File: config.mk
export PLATFORM = sky130hd
export DESIGN_NAME = waveform_generator_flat
export DESIGN_NICKNAME = d
export VERILOG_FILES = /design/src/rtl/waveform_generator_if.sv /design/src/rtl/waveform_generator.sv /design/src/flat_wrapper.sv
export SDC_FILE = /design/constraint.sdc
export NUM_CORES = 1
export LEC_CHECK = 0
export CAP_MARGIN = 20
export CORE_MARGIN = 2
export CORE_UTILIZATION = 55
export CTS_CLUSTER_DIAMETER = 150
export CTS_CLUSTER_SIZE = 16
export DETAILED_ROUTE_END_ITERATION = 10
export GPL_ROUTABILITY_DRIVEN = 0
export PLACE_DENSITY = 0.76
export REMOVE_ABC_BUFFERS = 1
export SKIP_CTS_REPAIR_TIMING = 1
export SLEW_MARGIN = 20
export SYNTH_ARGS = -nofsm -noshare
export SYNTH_HDL_FRONTEND = slang
export SYNTH_SLANG_ARGS = --single-unit
File: constraint.sdc
create_clock -name ref_clk -period 7.9 [get_ports ref_clk]
set_input_delay 2.37 -clock ref_clk [delete_from_list [all_inputs] [get_ports ref_clk]]
set_output_delay 2.37 -clock ref_clk [all_outputs]
set_load 0.05 [all_outputs]
File: src/rtl/waveform_generator_if.sv
// Configuration and sample bus for waveform_generator.
// The master drives configuration/control; the slave (generator) drives the sample outputs.
interface waveform_generator_if #(
  parameter int unsigned DATA_WIDTH = 12
) ();

  logic                  enable;
  logic                  sync;
  logic [1:0]            mode;
  logic [DATA_WIDTH-1:0] step;
  logic [DATA_WIDTH-1:0] min_val;
  logic [DATA_WIDTH-1:0] max_val;
  logic [DATA_WIDTH-1:0] wave_out;
  logic                  period_pulse;

  modport master (
    output enable,
    output sync,
    output mode,
    output step,
    output min_val,
    output max_val,
    input  wave_out,
    input  period_pulse
  );

  modport slave (
    input  enable,
    input  sync,
    input  mode,
    input  step,
    input  min_val,
    input  max_val,
    output wave_out,
    output period_pulse
  );

endinterface

File: src/rtl/waveform_generator.sv
// Multi-mode waveform source (triangle, saw up/down, square) between shadowed min/max limits.
// Configuration is only taken on sync or at a period boundary, so a period never glitches.
module waveform_generator #(
  parameter int unsigned DATA_WIDTH = 12
) (
  input  logic                 ref_clk,
  input  logic                 rstn,
  waveform_generator_if.slave  wg_io
);

  typedef logic [DATA_WIDTH-1:0] data_t;
  typedef logic [DATA_WIDTH:0]   ext_t;

  typedef enum logic [1:0] {
    ModeTri    = 2'd0,
    ModeSawUp  = 2'd1,
    ModeSawDn  = 2'd2,
    ModeSquare = 2'd3
  } mode_e;

  data_t wave_q, wave_d;
  logic  pulse_q, pulse_d;
  logic  down_q, down_d;
  data_t cnt_q, cnt_d;
  logic  level_q, level_d;
  mode_e mode_s_q, mode_s_d;
  data_t step_s_q, step_s_d;
  data_t min_s_q, min_s_d;
  data_t max_s_q, max_s_d;

  data_t              step_eff;
  ext_t               sum;
  logic signed [DATA_WIDTH:0] diff;
  logic               cfg_bad;
  logic               in_bad;
  logic               load;
  mode_e              mode_in;

  assign mode_in  = mode_e'(wg_io.mode);
  assign step_eff = (step_s_q == '0) ? data_t'(1) : step_s_q;
  // One extra bit keeps overflow/underflow visible to the limit compares.
  assign sum      = {1'b0, wave_q} + {1'b0, step_eff};
  assign diff     = $signed({1'b0, wave_q}) - $signed({1'b0, step_eff});
  assign cfg_bad  = (min_s_q >= max_s_q);
  assign in_bad   = (wg_io.min_val >= wg_io.max_val);

  always_comb begin
    wave_d   = wave_q;
    pulse_d  = 1'b0;
    down_d   = down_q;
    cnt_d    = cnt_q;
    level_d  = level_q;
    load     = 1'b0;

    if (wg_io.sync) begin
      load    = 1'b1;
      down_d  = 1'b0;
      cnt_d   = '0;
      level_d = (mode_in == ModeSquare);
      if (in_bad) begin
        wave_d = wg_io.min_val;
      end else begin
        wave_d  = (mode_in == ModeTri || mode_in == ModeSawUp) ? wg_io.min_val : wg_io.max_val;
        pulse_d = 1'b1;
      end
    end else if (wg_io.enable) begin
      if (cfg_bad) begin
        wave_d = min_s_q;
      end else begin
        unique case (mode_s_q)
          ModeTri: begin
            if (!down_q) begin
              if (sum >= {1'b0, max_s_q}) begin
                wave_d = max_s_q;
                down_d = 1'b1;
              end else begin
                wave_d = sum[DATA_WIDTH-1:0];
              end
            end else if (diff <= $signed({1'b0, min_s_q})) begin
              load    = 1'b1;
              wave_d  = wg_io.min_val;
              down_d  = 1'b0;
              pulse_d = 1'b1;
            end else begin
              wave_d = diff[DATA_WIDTH-1:0];
            end
          end
          ModeSawUp: begin
            if (wave_q == max_s_q) begin
              load    = 1'b1;
              wave_d  = wg_io.min_val;
              pulse_d = 1'b1;
            end else if (sum >= {1'b0, max_s_q}) begin
              wave_d = max_s_q;
            end else begin
              wave_d = sum[DATA_WIDTH-1:0];
            end
          end
          ModeSawDn: begin
            if (wave_q == min_s_q) begin
              load    = 1'b1;
              wave_d  = wg_io.max_val;
              pulse_d = 1'b1;
            end else if (diff <= $signed({1'b0, min_s_q})) begin
              wave_d = min_s_q;
            end else begin
              wave_d = diff[DATA_WIDTH-1:0];
            end
          end
          ModeSquare: begin
            if (cnt_q == step_eff - data_t'(1)) begin
              cnt_d   = '0;
              level_d = ~level_q;
              if (!level_q) begin
                load    = 1'b1;
                wave_d  = wg_io.max_val;
                pulse_d = 1'b1;
              end else begin
                wave_d = min_s_q;
              end
            end else begin
              cnt_d = cnt_q + data_t'(1);
            end
          end
        endcase
      end
    end
  end

  always_comb begin
    mode_s_d = mode_s_q;
    step_s_d = step_s_q;
    min_s_d  = min_s_q;
    max_s_d  = max_s_q;
    if (load) begin
      mode_s_d = mode_in;
      step_s_d = wg_io.step;
      min_s_d  = wg_io.min_val;
      max_s_d  = wg_io.max_val;
    end
  end

  always_ff @(posedge ref_clk or negedge rstn) begin
    if (!rstn) begin
      wave_q   <= '0;
      pulse_q  <= 1'b0;
      down_q   <= 1'b0;
      cnt_q    <= '0;
      level_q  <= 1'b0;
      mode_s_q <= ModeTri;
      step_s_q <= data_t'(1);
      min_s_q  <= '0;
      max_s_q  <= '1;
    end else begin
      wave_q   <= wave_d;
      pulse_q  <= pulse_d;
      down_q   <= down_d;
      cnt_q    <= cnt_d;
      level_q  <= level_d;
      mode_s_q <= mode_s_d;
      step_s_q <= step_s_d;
      min_s_q  <= min_s_d;
      max_s_q  <= max_s_d;
    end
  end

  assign wg_io.wave_out     = wave_q;
  assign wg_io.period_pulse = pulse_q;

endmodule

File: src/flat_wrapper.sv
// flat-port wrapper written by rule: the top's interface ports become plain ports
module waveform_generator_flat 
#(
  parameter int unsigned DATA_WIDTH = 12
)
  (ref_clk, rstn, wg_io_enable, wg_io_sync, wg_io_mode, wg_io_step, wg_io_min_val, wg_io_max_val, wg_io_wave_out, wg_io_period_pulse);
  waveform_generator_if #(.DATA_WIDTH(DATA_WIDTH)) wg_io_i ();
  input  logic ref_clk;
  input  logic rstn;
  input wire logic [$bits(wg_io_i.enable)-1:0] wg_io_enable;
  input wire logic [$bits(wg_io_i.sync)-1:0] wg_io_sync;
  input wire logic [$bits(wg_io_i.mode)-1:0] wg_io_mode;
  input wire logic [$bits(wg_io_i.step)-1:0] wg_io_step;
  input wire logic [$bits(wg_io_i.min_val)-1:0] wg_io_min_val;
  input wire logic [$bits(wg_io_i.max_val)-1:0] wg_io_max_val;
  output wire logic [$bits(wg_io_i.wave_out)-1:0] wg_io_wave_out;
  output wire logic [$bits(wg_io_i.period_pulse)-1:0] wg_io_period_pulse;
  assign wg_io_i.enable = wg_io_enable;
  assign wg_io_i.sync = wg_io_sync;
  assign wg_io_i.mode = wg_io_mode;
  assign wg_io_i.step = wg_io_step;
  assign wg_io_i.min_val = wg_io_min_val;
  assign wg_io_i.max_val = wg_io_max_val;
  assign wg_io_wave_out = wg_io_i.wave_out;
  assign wg_io_period_pulse = wg_io_i.period_pulse;
  waveform_generator #(.DATA_WIDTH(DATA_WIDTH)) u_core (.ref_clk(ref_clk), .rstn(rstn), .wg_io(wg_io_i));
endmodule
Word level (Yosys, flattened, before mapping)
Index checks and enable logic that the tools add are counted.
{"block": "op_classes", "n_addsub": 4, "mul": 0, "div": 0, "order_cmp": 4, "n_eq_ne": 10, "n_shift": 0, "mux": 44, "bitwise_logic": 1, "reduce_logical": 12}
{"operator": "12-bit 2-to-1 mux", "count": 19}
{"operator": "12-bit one-hot mux with 4 select lines", "count": 1}
{"operator": "12-bit == test", "count": 3}
{"operator": "12-bit >= comparator", "count": 2}
{"operator": "1-bit 2-to-1 mux", "count": 23}
{"operator": "12-bit by 12-bit adder with 13-bit output", "count": 1}
{"operator": "13-bit by 12-bit >= comparator with 1-bit output", "count": 1}
{"operator": "13-bit less-or-equal comparator", "count": 1}
{"operator": "12-bit by 12-bit subtractor with 13-bit output", "count": 1}
{"operator": "12-bit by 1-bit adder with 12-bit output, second input constant", "count": 1}
{"operator": "12-bit zero test", "count": 1}
{"operator": "12-bit by 1-bit subtractor with 12-bit output, second input constant", "count": 1}
{"operator": "2-bit nonzero test", "count": 4}
{"operator": "2-bit == test, second input constant", "count": 3}
{"operator": "3-bit AND reduction", "count": 2}
{"operator": "2-bit by 1-bit == test with 1-bit output, second input constant", "count": 2}
{"operator": "2-bit zero test", "count": 2}
{"operator": "4-bit by 2-bit != test with 1-bit output, second input constant", "count": 1}
{"operator": "1-bit one-hot mux with 4 select lines", "count": 1}
{"operator": "4-bit AND reduction", "count": 1}
{"operator": "2-bit != test, second input constant", "count": 1}
{"operator": "2-bit AND reduction", "count": 1}
{"operator": "1-bit logical OR", "count": 1}
{"operator": "1-bit inverter", "count": 1}
{"block": "totals", "ff_bits": 65, "latch_bits": 0, "ramBits": 0, "mem_bits_ro": 0, "wordCells": 84, "mem_count": 0}

Depth between registers and ports, before layout
{"block": "logic_depth", "depth_word": 10, "depth_mapped": 27, "mapped_depth_nobuf": 24}

Worst setup path before layout
OpenSTA, ideal clock, no wires.
{"block": "synth_path", "path_kind": "register -> register", "startpoint": "register u_core.step_s_q[3]", "endpoint": "register u_core.wave_q[11] (netlist: u_core.wg_io.wave_out[11])", "t_arrival_ps": 5496, "setup_slack_ps": 2278, "path_stages_with_launch": 27, "n_path_buf": 2, "period_less_slack_ps": 5622, "cell_sequence": "dfrtp_1 -> buf_6 -> nor4_2 -> nand4_1 -> nand2b_1 -> ha_1 -> inv_1 -> fa_1 -> o21bai_1 -> a21oi_1 -> or4_1 -> a21oi_1 -> nor2_1 -> o21a_1 -> xnor2_1 -> inv_1 -> ha_1 -> o21a_1 -> o21ai_0 -> a31o_2 -> o211ai_1 -> or2_2 -> clkbuf_1 -> mux2_2 -> a211oi_1 -> nor4b_1 -> o32a_1"}
{"block": "synth_via", "elab_chain_len": 10, "word_cells_on_any_way": 20}
{"item": "start: declaration", "line": "waveform_generator.sv:27", "rtl": "data_t step_s_q, step_s_d;"}
{"item": "start signal: assignment", "line": "waveform_generator.sv:151", "rtl": "step_s_q <= data_t'(1);"}
{"item": "start signal: assignment", "line": "waveform_generator.sv:161", "rtl": "step_s_q <= step_s_d;"}
{"item": "12-bit zero test", "line": "waveform_generator.sv:40", "rtl": "assign step_eff = (step_s_q == '0) ? data_t'(1) : step_s_q;"}
{"item": "12-bit 2-to-1 mux (*)", "line": "waveform_generator.sv:40"}
{"item": "12-bit by 12-bit subtractor with 13-bit output or 12-bit by 12-bit adder with 13-bit output (tied branches)", "line": "waveform_generator.sv:43, waveform_generator.sv:42"}
{"item": "13-bit less-or-equal comparator or 13-bit by 12-bit >= comparator with 1-bit output (tied branches)"}
{"item": "12-bit 2-to-1 mux, on equally long branches"}
{"item": "12-bit 2-to-1 mux, on equally long branches", "line": "waveform_generator.sv:100, waveform_generator.sv:72, waveform_generator.sv:89"}
{"item": "12-bit one-hot mux with 4 select lines", "line": "waveform_generator.sv:70", "rtl": "unique case (mode_s_q)"}
{"item": "12-bit 2-to-1 mux", "line": "waveform_generator.sv:67", "rtl": "if (cfg_bad) begin"}
{"item": "12-bit 2-to-1 mux", "line": "waveform_generator.sv:66", "rtl": "end else if (wg_io.enable) begin"}
{"item": "12-bit 2-to-1 mux", "line": "waveform_generator.sv:55", "rtl": "if (wg_io.sync) begin"}
{"item": "end signal: assignment", "line": "waveform_generator.sv:155", "rtl": "wave_q <= wave_d;"}
{"item": "end: declaration", "line": "waveform_generator.sv:21", "rtl": "data_t wave_q, wave_d;"}
Every way passes the cells marked *; elsewhere a longest branch is shown, timed or not. The select of a mux whose other input is x is not followed.
A chain may end at the register's enable or synchronous reset.

Worst setup path after layout
{"block": "layout_path", "startpoint": "register u_core.step_s_q[3]", "endpoint": "register u_core.min_s_q[1]"}
{"block": "layout_via", "elab_chain_len": 10, "word_cells_on_any_way": 13}
{"item": "12-bit zero test", "line": "waveform_generator.sv:40"}
{"item": "12-bit 2-to-1 mux (*)", "line": "waveform_generator.sv:40"}
{"item": "12-bit by 12-bit subtractor with 13-bit output", "line": "waveform_generator.sv:43", "rtl": "assign diff = $signed({1'b0, wave_q}) - $signed({1'b0, step_eff});"}
{"item": "13-bit less-or-equal comparator", "line": "waveform_generator.sv:79", "rtl": "end else if (diff <= $signed({1'b0, min_s_q})) begin"}
{"item": "1-bit 2-to-1 mux", "line": "waveform_generator.sv:79"}
{"item": "1-bit 2-to-1 mux", "line": "waveform_generator.sv:72", "rtl": "if (!down_q) begin"}
{"item": "1-bit one-hot mux with 4 select lines (*)", "line": "waveform_generator.sv:70"}
{"item": "1-bit 2-to-1 mux (*)", "line": "waveform_generator.sv:67"}
{"item": "1-bit 2-to-1 mux (*)", "line": "waveform_generator.sv:66"}
{"item": "1-bit 2-to-1 mux (*)", "line": "waveform_generator.sv:55"}
{"item": "end signal: assignment", "line": "waveform_generator.sv:162", "rtl": "min_s_q <= min_s_d;"}
{"item": "end: declaration", "line": "waveform_generator.sv:28", "rtl": "data_t min_s_q, min_s_d;"}
Every way passes the cells marked *; elsewhere a longest branch is shown, timed or not.

==> flow_summary.html <==
<table>
<tr><th>Metric</th><th>Value</th></tr>
<tr><th colspan="2">Timing</th></tr>
<tr><td>Shortest period the worst path allows</td><td>6.892 ns</td></tr>
<tr><td>Max Freq</td><td>145.1 MHz</td></tr>
<tr><td>Setup tns final</td><td>0 ns</td></tr>
<tr><td>Hold_ws</td><td>0.5237 ns</td></tr>
<tr><td>Unrepaired setup endpoints after global routing</td><td>no</td></tr>
<tr><td>Setup-failing EPs final</td><td>0</td></tr>
<tr><td>Relative slew margins</td><td>0.2294</td></tr>
<tr><td>Final Hold Vio Count</td><td>0</td></tr>
<tr><td>Worst-Margin Slew</td><td>1.152 ns</td></tr>
<tr><td>Fin Clk Skew</td><td>0.007892 ns</td></tr>
<tr><td>Crit share post-route</td><td>0.8724</td></tr>
<tr><td>Final worst-path setup slack</td><td>1.008 ns</td></tr>
<tr><td>Final Slew Violations</td><td>0</td></tr>
<tr><th colspan="2">Route</th></tr>
<tr><td>DRC violations left</td><td>0</td></tr>
<tr><td>Remaining antenna violation count</td><td>0</td></tr>
<tr><td>Average wire length per cell after detail routing</td><td>22.06 um</td></tr>
<tr><td>Number of violations reported at the end of detailed-routing iteration 0</td><td>908</td></tr>
<tr><td>Vias</td><td>6960</td></tr>
<tr><td>Wire length after detailed routing</td><td>23.14 mm</td></tr>
<tr><td>DR vias/cell</td><td>6.635</td></tr>
<tr><td>Detailed Routing Iterations Pass 1</td><td>6</td></tr>
<tr><th colspan="2">Synthesis</th></tr>
<tr><td>Instance count of the mapped netlist</td><td>855</td></tr>
<tr><td>Main flop type after synthesis</td><td>sky130_fd_sc_hd__dfrtp_1</td></tr>
<tr><td>Proportion of synthesized flip-flops having asynchronous set or reset</td><td>1.000</td></tr>
<tr><td>Area leader, netlist</td><td>sky130_fd_sc_hd__dfrtp_1</td></tr>
<tr><td>Commonest cells in the netlist</td><td>81 x sky130_fd_sc_hd__a21oi_1, 75 x sky130_fd_sc_hd__ha_1, 75 x sky130_fd_sc_hd__inv_1, 59 x sky130_fd_sc_hd__nor2_1, 57 x sky130_fd_sc_hd__nand2_1</td></tr>
<tr><td>Top cell type's share of synthesized area</td><td>0.1879</td></tr>
<tr><td>Flop and latch count out of synthesis</td><td>65</td></tr>
<tr><td>Syn Area/Cell</td><td>8.100 um2</td></tr>
<tr><td>Post-synth EDFFs</td><td>0</td></tr>
<tr><td>Count of unique library cells instantiated by Yosys</td><td>69</td></tr>
<tr><td>Sequential fraction of the synthesis area</td><td>0.2372</td></tr>
<tr><td>Library cell with the highest instance count after synthesis</td><td>sky130_fd_sc_hd__a21oi_1</td></tr>
<tr><td>Number of warnings reported in the yosys synthesis log</td><td>0</td></tr>
<tr><td>Summed instance area of the synthesized netlist</td><td>6925 um2</td></tr>
<tr><td>Synth top area cells</td><td>sky130_fd_sc_hd__dfrtp_1 19%, sky130_fd_sc_hd__ha_1 14%, sky130_fd_sc_hd__a21oi_1 5.9%</td></tr>
<tr><th colspan="2">Die</th></tr>
<tr><td>Top-level port count</td><td>55</td></tr>
<tr><td>Die width</td><td>116.2 um</td></tr>
<tr><td>Number of placement rows</td><td>40</td></tr>
<tr><td>Height of the die</td><td>116.2 um</td></tr>
<tr><td>Core area</td><td>12160 um2</td></tr>
<tr><td>Starting utilization of the core area</td><td>0.5694</td></tr>
<tr><td>Area enclosed by the die boundary</td><td>13500 um2</td></tr>
<tr><th colspan="2">Place</th></tr>
<tr><td>Estimated wirelength of the detail-placed design</td><td>17.38 mm</td></tr>
<tr><td>Count of port buffers added during placement</td><td>54</td></tr>
<tr><td>Placed cell count</td><td>1033</td></tr>
<tr><td>Area of placed instances</td><td>7517 um2</td></tr>
<tr><td>Worst setup slack before clock tree synthesis</td><td>1.139 ns</td></tr>
<tr><th colspan="2">Clock network</th></tr>
<tr><td>Clock buffers created by TritonCTS</td><td>9</td></tr>
<tr><td>H-tree levels</td><td>3</td></tr>
<tr><td>Clock tree from TritonCTS</td><td>done</td></tr>
<tr><td>Worst-path clk slew</td><td>0.06 ns</td></tr>
<tr><td>Buffer levels on the longest clock path</td><td>2</td></tr>
<tr><td>Library cell used as clock root buffer</td><td>sky130_fd_sc_hd__clkbuf_16</td></tr>
<tr><td>Source-to-sink clock delay at the later pin of the worst-skew pair</td><td>0.35 ns</td></tr>
<tr><td>TritonCTS Sinks</td><td>65</td></tr>
<tr><th colspan="2">Setup path</th></tr>
<tr><td>Critical path endpoint category</td><td>flop</td></tr>
<tr><td>Slowest-stage cell, CP</td><td>sky130_fd_sc_hd__nor4_2</td></tr>
<tr><td>R2R cell count</td><td>25</td></tr>
<tr><td>Critical Path Start Type</td><td>flop</td></tr>
<tr><td>Capture instance of the worst register-to-register path</td><td>u_core.min_s_q[1]</td></tr>
<tr><td>Capturing element of the worst setup path</td><td>u_core.min_s_q[1]</td></tr>
<tr><td>Register-to-register setup slack</td><td>1.01 ns</td></tr>
<tr><td>Delay contributed by the slowest stage of the critical path</td><td>0.65 ns</td></tr>
<tr><td>Worst Path Max Fanout</td><td>27</td></tr>
<tr><td>CP arrival</td><td>7.12 ns</td></tr>
<tr><td>CP required</td><td>8.13 ns</td></tr>
<tr><td>Crit Path Class</td><td>reg -&gt; reg</td></tr>
<tr><td>Launching instance or port of the critical path</td><td>u_core.step_s_q[3]</td></tr>
<tr><td>Critical register-to-register path startpoint</td><td>u_core.step_s_q[3]</td></tr>
<tr><th colspan="2">Job</th></tr>
<tr><td>Number of maximum-capacitance violations</td><td>0</td></tr>
<tr><th colspan="2">Final layout</th></tr>
<tr><td>Growth of design area from synthesis to finish</td><td>12.41%</td></tr>
<tr><td>Area of all placed cells without fillers</td><td>7785 um2</td></tr>
<tr><td>Antenna Diode Count</td><td>0</td></tr>
<tr><td>Fraction of layout instances using a drive strength above 1</td><td>0.09194</td></tr>
<tr><td>Final net count</td><td>995</td></tr>
<tr><td>Non-filler instance count after layout</td><td>1049</td></tr>
<tr><td>Final Util</td><td>0.6401</td></tr>
<tr><th colspan="2">Min path</th></tr>
<tr><td>Min-Delay Path Class</td><td>reg -&gt; reg</td></tr>
<tr><td>Number of cells on the worst hold path</td><td>1</td></tr>
<tr><th colspan="2">GRT</th></tr>
<tr><td>First-pass GRT wire length</td><td>36.00 mm</td></tr>
<tr><td>Largest net degree at the start of global routing</td><td>66</td></tr>
<tr><td>Total global routing overflow</td><td>0</td></tr>
<tr><td>Vias in the first global route</td><td>6730</td></tr>
<tr><td>Number of antenna violations at the first check in global routing</td><td>0</td></tr>
<tr><td>Global-route usage over all layers</td><td>0.3520</td></tr>
<tr><th colspan="2">Pwr</th></tr>
<tr><td>Pwr Density</td><td>330.3 nW/um2</td></tr>
<tr><td>Total Power Consumption</td><td>2.571 mW</td></tr>
<tr><td>Worst IR drop on VDD</td><td>0.0001431 V</td></tr>
<tr><td>Leakage Power</td><td>3.346 nW</td></tr>
<tr><th colspan="2">Run status</th></tr>
<tr><td>Status</td><td>finished clean</td></tr>
</table>
[how the worst min path moves through the flow]
stage	to	startpoint	slack (ns)
4_1_cts	u_core.cnt_q[11]	u_core.cnt_q[11]	0.52
5_1_grt	u_core.cnt_q[11]	u_core.cnt_q[11]	0.54
3_3_place_gp	u_core.cnt_q[11]	u_core.cnt_q[11]	0.50
6_report	u_core.cnt_q[11]	u_core.cnt_q[11]	0.52
3_5_place_dp	u_core.cnt_q[11]	u_core.cnt_q[11]	0.51
2_1_floorplan	u_core.cnt_q[11]	u_core.cnt_q[11]	0.46
[registers in the layout, summed over array words and instances, names as in the netlist]
name,cells
u_core.cnt_q,12
u_core.max_s_q,12
u_core.min_s_q,12
u_core.step_s_q,12
u_core.wg_io.wave_out,12
u_core.mode_s_q,2
u_core.down_q,1
u_core.level_q,1
u_core.wg_io.period_pulse,1
[placed cells by master, fill, tap and decap left out, drive strengths merged, types with 11 or more instances in the layout]
master,synthesis,final
a31oi,17,17
clkdlybuf4s50,0,53
xor2,24,24
nand4,16,16
o21ai,49,49
nand2,57,57
nor3,17,17
xnor2,34,34
ha,75,75
nand3,23,23
mux2,32,32
inv,75,75
nor2b,11,11
dfrtp,52,52
mux2i,16,16
dfstp,13,13
a22oi,13,13
a21oi,81,81
nor2,59,59
[worst max-delay path: cells and delay by family, from the launching register on]
family | cells | cell delay [ns]
buffers and inverters | 4 | 0.79
flip-flops | 1 | 0.48
XOR/XNOR | 1 | 0.24
multiplexers | 1 | 0.37
AO/OA/AOI/OAI | 10 | 2.02
adder cells (fa/ha/maj) | 3 | 0.93
AND/OR/NAND/NOR | 6 | 1.92
[metal layers]
metal / global-route usage / share of wire / vias up
li1: - / - / 3126
met1: 0.4577 / 0.40 / 3277
met2: 0.5591 / 0.45 / 450
met3: 0.06746 / 0.10 / 107
met4: 0.1825 / 0.047 / 0
met5: 0 / 0 / -
[cell families after synthesis]
group,synth area share
compound gates,0.2370
buf+inv,0.07281
simple gates,0.1599
xor+xnor,0.07335
flops,0.2372
mux,0.07841
fa+ha+maj,0.1413
[power breakdown]
part | switching (mW) | internal [mW] | leakage [nW] | total [mW]
Sequential | 0.143 | 0.391 | 0.774 | 0.534
Clock | 0.161 | 0.210 | 0.132 | 0.371
Combinational | 1.02 | 0.646 | 2.44 | 1.67
Total | 1.32 | 1.25 | 3.35 | 2.57
[layout make-up]
type	count	area (um2)
inverters	76	285.3
well taps	168	210.2
flip-flops and latches	65	1643
clock buffers	10	229.0
clock inverters	6	36.28
multi-input cells	663	4793
fillers	1096	4377
repair buffers	61	588.1
No activity file was read; power rests on OpenSTA's default activity.
